==> src/rtl/div_seq.sv <==
`default_nettype none
// ============================================================================
//  Module   : div_seq
//  Purpose  : Sequential restoring radix-2 integer divider for the RV M-ext
//             DIV / DIVU / REM / REMU instructions. One quotient bit per
//             cycle, MSB first; divide-by-zero and signed overflow resolve
//             without iterating.
//  Revision : 1.0 - initial release
// ----------------------------------------------------------------------------
//  Ports
//    clk           core clock, rising-edge
//    rst           asynchronous active-high reset
//    start         divide request (sampled only in IDLE)
//    op[1:0]       00 DIV, 01 DIVU, 10 REM, 11 REMU (sampled with start)
//    dividend      rs1 operand (sampled with start)
//    divisor       rs2 operand (sampled with start)
//    flush         pipeline kill, aborts any operation in flight
//    busy          high while iterating
//    stall_req     holds the pipeline while a request is accepted/iterating
//    result_valid  single-cycle pulse when result is ready
//    result        registered quotient / remainder
// ============================================================================
module div_seq #(
  parameter int XLEN = 32
) (
  input  logic            clk,
  input  logic            rst,
  input  logic            start,
  input  logic [1:0]      op,
  input  logic [XLEN-1:0] dividend,
  input  logic [XLEN-1:0] divisor,
  input  logic            flush,
  output logic            busy,
  output logic            stall_req,
  output logic            result_valid,
  output logic [XLEN-1:0] result
);

  // --------------------------------------------------------------------------
  // Constants
  // --------------------------------------------------------------------------
  localparam int                c_CNT_W = (XLEN > 1) ? $clog2(XLEN) : 1;
  localparam logic [c_CNT_W-1:0] c_LAST  = c_CNT_W'(XLEN - 1);
  localparam logic [XLEN-1:0]    c_ONES  = {XLEN{1'b1}};
  localparam logic [XLEN-1:0]    c_MIN   = {1'b1, {(XLEN-1){1'b0}}};

  // --------------------------------------------------------------------------
  // State machine encoding
  // --------------------------------------------------------------------------
  typedef enum logic [1:0] {
    S_IDLE = 2'd0,
    S_CALC = 2'd1,
    S_DONE = 2'd2
  } state_t;

  state_t r_state;
  state_t w_state_nxt;

  // --------------------------------------------------------------------------
  // Registers
  // --------------------------------------------------------------------------
  logic [XLEN-1:0]    r_rem;     // partial remainder
  logic [XLEN-1:0]    r_quo;     // dividend bits shift out of the top, quotient bits in at the bottom
  logic [XLEN-1:0]    r_dvsr;    // divisor magnitude
  logic [c_CNT_W-1:0] r_count;   // iteration index
  logic               r_is_rem;  // REM/REMU selects remainder as the result
  logic               r_neg_q;   // quotient must be negated
  logic               r_neg_r;   // remainder must be negated
  logic [XLEN-1:0]    r_result;

  // --------------------------------------------------------------------------
  // Request decode (operands are only meaningful in IDLE)
  // --------------------------------------------------------------------------
  logic            w_signed;
  logic            w_a_neg;
  logic            w_b_neg;
  logic [XLEN-1:0] w_a_mag;
  logic [XLEN-1:0] w_b_mag;
  logic            w_div_zero;
  logic            w_ovf;
  logic            w_special;
  logic [XLEN-1:0] w_special_res;
  logic            w_accept;

  assign w_signed   = ~op[0];
  assign w_a_neg    = w_signed & dividend[XLEN-1];
  assign w_b_neg    = w_signed & divisor[XLEN-1];
  assign w_a_mag    = w_a_neg ? -dividend : dividend;
  assign w_b_mag    = w_b_neg ? -divisor  : divisor;
  assign w_div_zero = (divisor == '0);
  assign w_ovf      = w_signed & (dividend == c_MIN) & (divisor == c_ONES);
  assign w_special  = w_div_zero | w_ovf;
  assign w_accept   = (r_state == S_IDLE) & start & ~flush;

  // Architecturally defined results that need no iteration. Divide-by-zero
  // takes precedence; the overflow case can only occur with a non-zero divisor.
  always_comb begin
    w_special_res = '0;
    if (w_div_zero) begin
      w_special_res = op[1] ? dividend : c_ONES;
    end else begin
      w_special_res = op[1] ? '0 : c_MIN;
    end
  end

  // --------------------------------------------------------------------------
  // Restoring iteration step
  // --------------------------------------------------------------------------
  // The shifted remainder is XLEN+1 bits wide. Since the running remainder is
  // always below the divisor, a successful trial subtraction leaves a value
  // that fits in XLEN bits, so the low XLEN bits of the difference suffice;
  // the borrow of the XLEN+1-bit subtraction is the magnitude comparison.
  logic [XLEN:0]   w_shift;
  logic            w_borrow;
  logic [XLEN-1:0] w_diff;
  logic [XLEN-1:0] w_rem_nxt;
  logic [XLEN-1:0] w_quo_nxt;

  assign w_shift   = {r_rem, r_quo[XLEN-1]};
  assign w_borrow  = (w_shift < {1'b0, r_dvsr});
  assign w_diff    = w_shift[XLEN-1:0] - r_dvsr;
  assign w_rem_nxt = w_borrow ? w_shift[XLEN-1:0] : w_diff;
  assign w_quo_nxt = {r_quo[XLEN-2:0], ~w_borrow};

  // Sign correction is applied to the final step's outputs so the registered
  // result is already correct in the DONE cycle.
  logic [XLEN-1:0] w_q_fix;
  logic [XLEN-1:0] w_r_fix;
  logic [XLEN-1:0] w_calc_res;

  assign w_q_fix    = r_neg_q ? -w_quo_nxt : w_quo_nxt;
  assign w_r_fix    = r_neg_r ? -w_rem_nxt : w_rem_nxt;
  assign w_calc_res = r_is_rem ? w_r_fix : w_q_fix;

  // --------------------------------------------------------------------------
  // FSM: state register
  // --------------------------------------------------------------------------
  always_ff @(posedge clk or posedge rst) begin
    if (rst) begin
      r_state <= S_IDLE;
    end else begin
      r_state <= w_state_nxt;
    end
  end

  // --------------------------------------------------------------------------
  // FSM: next state and outputs
  // --------------------------------------------------------------------------
  always_comb begin
    w_state_nxt  = r_state;
    busy         = 1'b0;
    stall_req    = 1'b0;
    result_valid = 1'b0;

    case (r_state)
      S_IDLE: begin
        stall_req = start & ~flush;
        if (start && !flush) begin
          w_state_nxt = w_special ? S_DONE : S_CALC;
        end
      end

      S_CALC: begin
        busy      = 1'b1;
        stall_req = 1'b1;
        if (flush) begin
          w_state_nxt = S_IDLE;
        end else if (r_count == c_LAST) begin
          w_state_nxt = S_DONE;
        end
      end

      S_DONE: begin
        // A kill arriving in the result cycle retires nothing.
        result_valid = ~flush;
        w_state_nxt  = S_IDLE;
      end

      default: begin
        w_state_nxt = S_IDLE;
      end
    endcase
  end

  // --------------------------------------------------------------------------
  // Datapath registers
  // --------------------------------------------------------------------------
  always_ff @(posedge clk or posedge rst) begin
    if (rst) begin
      r_rem    <= '0;
      r_quo    <= '0;
      r_dvsr   <= '0;
      r_count  <= '0;
      r_is_rem <= 1'b0;
      r_neg_q  <= 1'b0;
      r_neg_r  <= 1'b0;
      r_result <= '0;
    end else begin
      case (r_state)
        S_IDLE: begin
          if (w_accept) begin
            r_is_rem <= op[1];
            r_neg_q  <= w_a_neg ^ w_b_neg;
            r_neg_r  <= w_a_neg;
            r_dvsr   <= w_b_mag;
            r_quo    <= w_a_mag;
            r_rem    <= '0;
            r_count  <= '0;
            if (w_special) begin
              r_result <= w_special_res;
            end
          end
        end

        S_CALC: begin
          if (!flush) begin
            r_rem   <= w_rem_nxt;
            r_quo   <= w_quo_nxt;
            r_count <= r_count + c_CNT_W'(1);
            if (r_count == c_LAST) begin
              r_result <= w_calc_res;
            end
          end
        end

        default: begin
        end
      endcase
    end
  end

  assign result = r_result;

endmodule
`default_nettype wire

==> config.mk <==
export PLATFORM = sky130hd
export DESIGN_NAME = div_seq
export DESIGN_NICKNAME = d
export VERILOG_FILES = /design/src/rtl/div_seq.sv
export SDC_FILE = /design/constraint.sdc
export NUM_CORES = 1
export LEC_CHECK = 0
export CAP_MARGIN = 10
export CELL_PAD_IN_SITES_DETAIL_PLACEMENT = 0
export CELL_PAD_IN_SITES_GLOBAL_PLACEMENT = 1
export CORE_ASPECT_RATIO = 2
export CORE_MARGIN = 1
export CORE_UTILIZATION = 36
export DETAILED_ROUTE_END_ITERATION = 8
export MAX_ROUTING_LAYER = met4
export PLACE_DENSITY_LB_ADDON = 0.1
export SLEW_MARGIN = 20
export SYNTH_ARGS = -nofsm -noshare
export SYNTH_HDL_FRONTEND = slang
export SYNTH_SLANG_ARGS = --single-unit
==> constraint.sdc <==
create_clock -name clk -period 5.7 [get_ports clk]
set_input_delay 0.855 -clock clk [delete_from_list [all_inputs] [get_ports clk]]
set_output_delay 0.855 -clock clk [all_outputs]
set_load 0.02 [all_outputs]
==> results.tsv <==
metric	value	unit
muxShareOfSynthArea	2.56	%
core	32100	µm²
hp-class	flop to flop	
syn_nets	1651	
powerDensity	590	nW/µm²
ant_nets	0	
crit_fanout	5	
yosys_warnings	0	
hold_viol_final	0	
yosys.area_share.simple	21.9	%
netlist_instances	1541	
dieArea	33200	µm²
rsz0062_at_grt	no	
area_growth	17.5	%
grt_overflow	0	
tightest_slew	0.954	ns
layout.cells.non_filler	2045	
synthArstFlopShare	100	%
grt_pass1_wl	67600	µm
synth_edf_count	0	
post-dp-hpwl	33800	µm
cts_hold_buf	0	
slew_viol_final	0	
crit_path_start	r_quo[31]$_DFFE_PP0P_	
p_leak	0.00559	µW
die_y	257	µm
post_cts_buffers	0	
tritoncts	built	
finalNetCount	1715	
r2r-end	result[31]$_DFFE_PP0P_	
mostFrequentLayoutCells	nand2_1, o21ai_0, dfrtp_1	
critPathKind	flop to flop	
arrival	5.64	ns
rows	93	
startpoint_type	flop	
drive_gt1_share	5.25	%
gp_congestion	0.943	
min_to	result[2]$_DFFE_PP0P_	
cap_violations	0	
synth.largest_area_cell	dfrtp_1	
r2r_cells	15	
htree_levels	4	
diodes	0	
clkLatencyLatePin	0.46	ns
outcome	finished clean	
fin_skew	0.0138	ns
vias_per_cell	5.69	
numCtsBuffers	17	
drt_iter0_markers	611	
ios	105	
synth.distinct_cells	79	
port_buffers	104	
clock-sinks	138	
r2r-start	r_quo[31]$_DFFE_PP0P_	
synthAdderAreaFrac	4.35	%
synth-compound-area-share	26.8	%
peakVddDrop	0.000269	V
hold_depth	2	
cts_root_buf	clkbuf_16	
setup_viol	0	
crit_required	6.06	ns
max-slew-margin-rel	36.4	%
routed_wl	43600	µm
min_from	result[2]$_DFFE_PP0P_	
dp.cells	2013	
die_x	129	µm
grt_usage	28.1	%
fin_crit_sh	92.7	%
num_vias	11600	
start_util	36.4	%
cts.path.max_buffers	2	
tns	0	ns
firstDrtPassIters	5	
synth_xor_xnor_area_share	9.89	%
drc	0	
fmax	189	MHz
synth_top_family_by_area	compound AO/OA/AOI/OAI gates	
syn_area	11700	µm²
synth_top_area_share	29.6	%
avgSynthCellArea	7.58	µm²
synth-seq-cells	138	
power	8100	µW
grt_max_degree	94	
utilization	42.7	%
fin_crit	5.29	ns
detail_route.wl_per_cell	21.3	µm
grt_antenna_before_repair	0	
reg2reg_slack	0.41	ns
hold_slack	0.483	ns
seq_area_frac_synth	29.6	%
synth_area_leaders	dfrtp_1, o21ai_0, nand2_1	
critPathCaptureType	flop	
layout_commonest_cell	nand2_1	
grt_pass1_vias	11800	
synth_flop_cell	dfrtp_1	
clkTransAtPathRegs	0.07	ns
post_cts_resized	0	
==> power breakdown <==
part	leakage [µW]	internal [µW]	total (µW)	switching [µW]
Combinational	0.00354	1970	5240	3280
Sequential	0.00178	1310	1710	401
Clock	0.000272	657	1150	493
==> worst max-delay path, stage by stage, from the launching register on <==
cell      delay, ns
dfrtp_1        0.47
inv_1          0.09
ha_1           0.18
inv_1          0.06
fa_1           0.42
xor2_1         0.21
or3b_2         0.48
a221oi_1       0.29
o211ai_1       0.27
or4_1          0.51
a211o_1        0.32
a222oi_1       0.74
nand2_1        0.32
nor4_1         0.46
nor4b_1        0.10
a311oi_1       0.25
==> cell usage after synthesis (all sizes together) (21+ instances only) <==
cell      n
a21oi   123
clkbuf   74
dfrtp   138
ha       39
inv      60
mux2i    22
nand2   210
nand3    30
nand4    21
nor2    125
nor3     34
o21ai   213
o31ai    26
xnor2    71
xor2     60
==> sequential cells by signal, summed over array words and instances (netlist names), 2 cells and up <==
register and cells:
r_state 2, r_count 5, r_rem 32, result 32
r_dvsr 32, r_quo 32
==> per-layer routing <==
metal / vias to the layer above / GRT usage, % / part of all wire [%]
met1: 5577 / 28.7 / 38
met5: - / - / 0
met2: 279 / 51.9 / 55
met4: 0 / 13.9 / 4.5
met3: 88 / 2.77 / 2.3
li1: 5685 / - / -
==> how the worst max path moves through the flow <==
stage                                   to  cells after the start
global placement    result[31]$_DFFE_PP0P_                     15
finish              result[31]$_DFFE_PP0P_                     15
floorplan           result[22]$_DFFE_PP0P_                     20
global route        result[31]$_DFFE_PP0P_                     15
detailed placement  result[31]$_DFFE_PP0P_                     15
CTS                 result[31]$_DFFE_PP0P_                     15
==> through the flow <==
step | setup slack (ns) | cell area (µm²)
2_1_floorplan | 0.895 | 11700
3_3_place_gp | 0.536 | 13100
3_5_place_dp | 0.452 | 13100
4_1_cts | 0.407 | 13700
5_1_grt | 0.109 | 13700
6_report | 0.415 | 13700
==> cells by family after synthesis <==
| kind of cell | Yosys count |
|---|---|
| buf+inv | 147 |
| compound gates | 516 |
| fa+ha+maj | 40 |
| simple gates | 540 |
| flops | 138 |
| xor+xnor | 131 |
| mux | 29 |
==> area by class of cell <==
class                   count  area (µm²)
fillers                  3455       18400
flip-flops and latches    138        3450
well taps                 427         534
multi-input cells        1256        7670
clock buffers              19         443
clock inverters            13         146
inverters                  61         234
repair buffers            131        1240
(Power assumes the default switching activity.)
